`src/rtl/memory_arbiter.sv`:
```
// Arbitrates one multi-cycle backing-memory port between the instruction-fetch
// and data requesters, with data priority and a bounded-starvation rule for fetches.
module memory_arbiter #(
  parameter int MAX_D_STREAK = 2
) (
  input  logic        clock,
  input  logic        reset,
  input  logic        l1i_request,
  input  logic [31:0] l1i_address,
  output logic        l1i_ready,
  output logic [31:0] l1i_output_data,
  input  logic        l1d_request,
  input  logic        l1d_write,
  input  logic [31:0] l1d_address,
  input  logic [31:0] l1d_input_data,
  output logic        l1d_ready,
  output logic [31:0] l1d_output_data,
  output logic        mem_request,
  output logic        mem_write,
  output logic [31:0] mem_address,
  output logic [31:0] mem_input_data,
  input  logic        mem_ready,
  input  logic [31:0] mem_output_data
);

  localparam logic [3:0] STREAK_LIMIT = 4'(MAX_D_STREAK);

  typedef enum logic [2:0] {
    IDLE,
    BUSY_I,
    BUSY_D,
    DONE_I,
    DONE_D
  } state_t;

  state_t     state;
  state_t     state_next;
  logic [3:0] d_streak;
  logic       grant_i;
  logic       grant_d;
  logic       complete_i;
  logic       complete_d;

  function automatic logic [3:0] streak_inc(input logic [3:0] cur);
    return (cur >= STREAK_LIMIT) ? STREAK_LIMIT : cur + 4'd1;
  endfunction

  assign complete_i = (state == BUSY_I) && mem_ready;
  assign complete_d = (state == BUSY_D) && mem_ready;

  always_ff @(posedge clock or posedge reset) begin
    if (reset) begin
      state <= IDLE;
    end else begin
      state <= state_next;
    end
  end

  // A pending fetch forces its grant once data has won STREAK_LIMIT times in a row.
  always_comb begin
    state_next = state;
    grant_i    = 1'b0;
    grant_d    = 1'b0;
    case (state)
      IDLE: begin
        if (l1d_request && !(l1i_request && (d_streak == STREAK_LIMIT))) begin
          grant_d    = 1'b1;
          state_next = BUSY_D;
        end else if (l1i_request) begin
          grant_i    = 1'b1;
          state_next = BUSY_I;
        end
      end
      BUSY_I:  if (mem_ready) state_next = DONE_I;
      BUSY_D:  if (mem_ready) state_next = DONE_D;
      DONE_I:  state_next = IDLE;
      DONE_D:  state_next = IDLE;
      default: state_next = IDLE;
    endcase
  end

  always_ff @(posedge clock or posedge reset) begin
    if (reset) begin
      d_streak        <= '0;
      mem_request     <= 1'b0;
      mem_write       <= 1'b0;
      mem_address     <= '0;
      mem_input_data  <= '0;
      l1i_ready       <= 1'b0;
      l1d_ready       <= 1'b0;
      l1i_output_data <= '0;
      l1d_output_data <= '0;
    end else begin
      l1i_ready <= complete_i;
      l1d_ready <= complete_d;
      if (grant_i) begin
        mem_request    <= 1'b1;
        mem_write      <= 1'b0;
        mem_address    <= l1i_address;
        mem_input_data <= '0;
        d_streak       <= '0;
      end else if (grant_d) begin
        mem_request    <= 1'b1;
        mem_write      <= l1d_write;
        mem_address    <= l1d_address;
        mem_input_data <= l1d_input_data;
        d_streak       <= l1i_request ? streak_inc(d_streak) : 4'd0;
      end else if (complete_i || complete_d) begin
        mem_request <= 1'b0;
      end
      if (complete_i) begin
        l1i_output_data <= mem_output_data;
      end
      if (complete_d) begin
        l1d_output_data <= mem_write ? 32'd0 : mem_output_data;
      end
    end
  end

endmodule

```
`config.mk`:
```
export PLATFORM = sky130hd
export DESIGN_NAME = memory_arbiter
export DESIGN_NICKNAME = d
export VERILOG_FILES = /design/src/rtl/memory_arbiter.sv
export SDC_FILE = /design/constraint.sdc
export NUM_CORES = 1
export LEC_CHECK = 0
export ABC_AREA = 1
export CAP_MARGIN = 15
export CORE_MARGIN = 10
export CORE_UTILIZATION = 35
export DETAILED_ROUTE_END_ITERATION = 6
export DONT_BUFFER_PORTS = 1
export PLACE_DENSITY = 0.59
export SLEW_MARGIN = 20
export SYNTH_ARGS = -nofsm -noshare
export SYNTH_HDL_FRONTEND = slang
export SYNTH_SLANG_ARGS = --single-unit
```
`constraint.sdc`:
```
create_clock -name clock -period 4.7 [get_ports clock]
set_input_delay 0.94 -clock clock [delete_from_list [all_inputs] [get_ports clock]]
set_output_delay 0.94 -clock clock [all_outputs]
set_load 0.05 [all_outputs]
```
==> results of run 1 <==
[metal layers]
layer | global-route usage | vias to the layer above | share of wire
li1 | - | 2183 | -
met3 | 0.0884 | 7 | 0.12
met1 | 0.167 | 2087 | 0.41
met5 | 0 | - | 0
met4 | 0.0418 | 0 | 0.0080
met2 | 0.222 | 187 | 0.46
[state kept, by name, summed over array words and instances (netlist names)]
name / flops
mem_write: 1
mem_address: 32
mem_input_data: 32
state: 3
l1d_ready: 1
l1d_output_data: 32
mem_request: 1
l1i_output_data: 32
d_streak: 4
l1i_ready: 1
[critical path, delay by kind of cell (launching register included)]
family / cells / cell delay (ns)
AO/OA/AOI/OAI: 1 / 0.14
adder cells (fa/ha/maj): 1 / 0.17
buffers and inverters: 3 / 0.63
AND/OR/NAND/NOR: 5 / 0.64
flip-flops: 1 / 0.38
[layout by cell type (no fill, tap or decap), drive strengths merged]
cell type    n
nand2      211
o31ai       32
clkinvlp     2
inv        141
ha           2
o21ai      101
dfrtp      139
a21oi        3
nand3       39
nand4        1
clkinv       3
bufinv       3
clkbuf      23
nor2         8
buf          7
[area by class of cell]
type | instances | area (um^2)
flip-flops and latches | 139 | 3480
fillers | 1778 | 10400
multi-input cells | 397 | 1950
clock buffers | 23 | 508
repair buffers | 7 | 52.6
inverters | 140 | 531
well taps | 225 | 282
clock inverters | 9 | 133
[where the power goes]
group	switching (mW)	internal (mW)
combinational	0.785	0.415
sequential	2.32	1.71
clock	0.518	0.922
total	3.63	3.04
[kinds of logic after synthesis]
logic type | share of synthesized area
DFF | 0.561
and+or+nand+nor | 0.171
AOI/OAI and AO/OA | 0.138
buffers and inverters | 0.126
adders and majority gates | 0.00403
[per-stage QoR]
stage / area, um^2 / util / hold slack [ns] / cells
6_report: 6940 / 0.400 / 0.471 / 940
5_1_grt: 6940 / 0.400 / 0.528 / 940
4_1_cts: 6940 / 0.400 / 0.480 / 940
3_5_place_dp: 6300 / 0.363 / 0.462 / 908
3_3_place_gp: 6300 / 0.363 / 0.459 / 908
2_1_floorplan: 6200 / - / 0.437 / 718
[worst min path at each step]
| stage | end | slack (ns) | cells after the start |
|---|---|---|---|
| after floorplan | d_streak[3] | 0.44 | 2 |
| after global placement | d_streak[3] | 0.46 | 2 |
| after detailed placement | d_streak[3] | 0.46 | 2 |
| after CTS | d_streak[3] | 0.48 | 2 |
| after global routing | d_streak[3] | 0.53 | 2 |
| final | d_streak[3] | 0.47 | 2 |
==> impl_metrics.ini, run 1 <==
[run]
cap_viol_max_count = 0

[placed_design]
hpwl_mm = 12.6
globalplace.congestion = 0.758
io_buffer_count = 0
pre_cts_slack_ns = 2.30

[sta]
drv_slew = 0
post-route-min-period_ns = 2.09
finalClockSkew_ns = 0.0101
finalHoldViolations = 0
final.setup.tns_ns = 0
worst_pin_slew_ns = 0.941
setup_violations = 0
maxSlewHeadroom = 0.373
rsz0062_at_grt = no
period_share = 0.444
finalWorstSetupSlack_ns = 2.61
max_freq_mhz = 480

[yosys]
synthCells = 718
yosysWarnings = 0
ys_ff_latch = 139
synth_ff_type = dfrtp_1
ys_seq_area_frac = 0.561
avgSynthCellArea_um2 = 8.64
synthTopCellsByArea = dfrtp_1 (56%), nand2_1 (13%), inv_1 (8.3%), o21ai_0 (4.0%), o31ai_1 (3.9%)
yosys-top-cells-count = nand2_1 (208), dfrtp_1 (139), inv_1 (137)
synth_top_cell_area_share = 0.561
async_reset_ff_frac = 1.00
yosys.area.top_type = dfrtp_1
synthesis.area_um2 = 6200
syn_nets = 854
synth_edf_count = 0
yosysMostFrequentCell = nand2_1
synth_cell_types = 25

[worst_hold_path]
hold_start = d_streak[3]
hp-class = register to register

[global_routing]
grt-ovfl-total = 0
grt_pass1_wl_mm = 27.2
grt_pass1_vias = 4629
track_usage = 0.145
grt_start_max_net_pins = 103
antenna_found_initial = 0

[worst_setup_path]
reg2reg_slack_ns = 2.61
crit_required_ns = 5.01
end_kind = register
r2r.worst_path.cells = 10
rr_endpoint = mem_address[30]
startpoint = d_streak[0]
worst_setup_path_start_kind = register
worstPathMaxFanout = 35
cp_slowest_stage_delay_ns = 0.48
slowest_stage = buf_4
cp-endpoint = mem_address[30]
cp_common_cell = nand2_1
critical_path_arrival_ns = 2.39
crit_chain = inv_1 -> ha_1 -> nand2_1 -> inv_2 -> nand2_4 -> nand3_2 -> buf_4 -> o21ai_0 -> nand2_1 -> nand2_1
setup.worst_path.class = register to register
r2r_start = d_streak[0]

[floorplanning]
dieArea_um2 = 23400
die_x_um = 153
core_um2 = 17400
ioPinCount = 266
chipHeight_um = 153
rows = 48
initial_core_util = 0.357

[layout]
nNetsFinal = 838
area_delta_synth_final_pct = 11.8
n_antenna_cell = 0
drive_above_1_share = 0.106

[detailed_routing]
vias = 4464
drtAntennaViolNets = 0
routedWlPerCell_um = 18.7
drc_errors = 0
vias_per_cell = 4.75
drt_iter0_markers = 132
wl_mm = 17.6
first_pass_iters = 4

[cts]
worstSkewPairLatency_ns = 0.41
cts_hold_buf = 0
cts-root-buf = clkbuf_16
cts_tree = yes
cts_inserted_buffers = 17
cts_setup_buffers = 0
clockBufferDepth = 2
cts_resized = 0
clk_pin_slew_ns = 0.06
cts.htree.levels = 4
cts_sinks = 139

[power_and_ir_drop]
ir_worst_vdd_v = 0.000367
power_mw = 6.67
power_leakage_nw = 3.71
powerDensity_nw_per_um2 = 961

[outcome]
status = finished, final reports clean
Note: power is estimated with default switching activity, not from simulation.
==> inputs of run 2 (changes only) <==
--- a/config.mk
+++ b/config.mk
@@ -11,7 +11,7 @@
 export CORE_UTILIZATION = 35
 export DETAILED_ROUTE_END_ITERATION = 6
 export DONT_BUFFER_PORTS = 1
-export PLACE_DENSITY = 0.59
+export PLACE_DENSITY = 0.57
 export SLEW_MARGIN = 20
 export SYNTH_ARGS = -nofsm -noshare
 export SYNTH_HDL_FRONTEND = slang
==> constraint.sdc (replaced) <==
create_clock -name clock -period 2.05 [get_ports clock]
set_input_delay 0.41 -clock clock [delete_from_list [all_inputs] [get_ports clock]]
set_output_delay 0.41 -clock clock [all_outputs]
set_load 0.05 [all_outputs]
==> impl_metrics.ini, run 2 (synthesis results as in run 1) <==
[outcome]
status = finished, final reports clean

[floorplanning]
die_x_um = 153
dieArea_um2 = 23400
ioPinCount = 266
initial_core_util = 0.357
core_um2 = 17400
rows = 48
chipHeight_um = 153

[power_and_ir_drop]
power_leakage_nw = 3.74
power_mw = 15.1
ir_worst_vdd_v = 0.000798
powerDensity_nw_per_um2 = 2160

[sta]
post-route-min-period_ns = 1.61
rsz0062_at_grt = no
setup_violations = 0
finalHoldViolations = 0
period_share = 0.786
drv_slew = 0
max_freq_mhz = 621
finalClockSkew_ns = 0.0122
maxSlewHeadroom = 0.640
worst_pin_slew_ns = 0.540
finalWorstSetupSlack_ns = 0.439
whs_ns = 0.106

[detailed_routing]
drt_iter0_markers = 188
drtAntennaViolNets = 0
vias_per_cell = 4.72
vias = 4465
first_pass_iters = 4
wl_mm = 16.8
drc_errors = 0
routedWlPerCell_um = 17.8

[layout]
multi_input_area_um2 = 1950
final_cells = 946
n_antenna_cell = 0
layout_commonest_cell = nand2_1
nFillCells = 1736
drive_above_1_share = 0.111
area_delta_synth_final_pct = 12.9
final_cell_mix = nand2_1 (208), dfrtp_1 (139), inv_1 (136), o21ai_0 (50), nand3_1 (35)
seqCellArea_um2 = 3480
nNetsFinal = 844

[global_routing]
grt-ovfl-total = 0
grt_start_max_net_pins = 76
track_usage = 0.143
grt_pass1_vias = 4718
grt_pass1_wl_mm = 27.1
antenna_found_initial = 0

[worst_setup_path]
worstPathMaxFanout = 32
crit_required_ns = 2.35
setup.worst_path.class = register to register
worst_setup_path_start_kind = register
r2r.worst_path.cells = 10
critical_path_arrival_ns = 1.91
end_kind = register

[placed_design]
globalplace.congestion = 0.755
place_inst = 913
pre_cts_slack_ns = 0.440
io_buffer_count = 0
hpwl_mm = 12.2

[cts]
cts-root-buf = clkbuf_16
cts_inserted_buffers = 17
worstSkewPairLatency_ns = 0.41
cts_tree = yes
cts_sinks = 139
clk_pin_slew_ns = 0.06
clockBufferDepth = 2
cts.htree.levels = 4
cts_resized = 0

[worst_hold_path]
hp-class = input pin to register
min_path_cells = 1

[run]
cap_viol_max_count = 0
run 2: changes by cell type in the layout (fill, tap and decap cells not counted), sizes merged:
cell / change
clkinvlp: +1
clkinv: +4
buf: +5
dlygate4sd3: +1
bufinv: -1
clkbuf: -4
run 2: metal layers:
| layer | vias up | part of all wire | track usage |
|---|---|---|---|
| met4 | 0 | 0.0088 | 0.0400 |
| met1 | 2057 | 0.42 | 0.173 |
| met3 | 9 | 0.13 | 0.0889 |
| met5 | - | 0 | 0 |
| li1 | 2197 | - | - |
| met2 | 202 | 0.44 | 0.206 |
run 2: worst paths after layout:
check / startpoint / endpoint / slack, ns
max: d_streak[1] / mem_address[8] / 0.44
min: mem_ready / state[1] / 0.11
max reg2reg: d_streak[1] / mem_address[8] / 0.44
min reg2reg: d_streak[3] / d_streak[3] / 0.46
max in group asynchronous: reset / mem_input_data[27] / 1.09
min in group asynchronous: reset / mem_input_data[6] / 0.61
run 2: stage by stage:
step | area [um^2] | TNS (ns) | utilization
2_1_floorplan | 6210 | -13.22 | -
6_report | 7000 | 0 | 0.403
4_1_cts | 7000 | 0 | 0.403
3_5_place_dp | 6410 | 0 | 0.369
5_1_grt | 7000 | 0 | 0.403
3_3_place_gp | 6410 | 0 | 0.369
run 2: cell type report:
class,count,share of cell area
well taps,225,0.0402
clock inverters,13,0.0204
flip-flops and latches,139,0.497
repair buffers,13,0.0250
inverters,140,0.0756
clock buffers,19,0.0632
multi-input cells,397,0.279
run 2: timing repair:
action,in CTS,in global routing
hold buffers,1,0
buffers inserted,0,0
hold endpoints to repair,10,0
endpoints found under the setup margin,0,0
run 2: power by group:
part	internal (mW)	total, mW	switching (mW)
clock network	1.83	3.03	1.20
logic	1.06	2.90	1.84
registers	3.91	9.17	5.26
run 2: worst max-delay path, cell delays in order (launching register included):
cell and delay (ns):
dfrtp_1 0.41, ha_1 0.21, nand2_1 0.07, inv_2 0.04, nand2_4 0.07, nand2_2 0.06, nand3_2 0.05, buf_4 0.29
o21ai_0 0.15, nand2_1 0.08, nand2_1 0.05
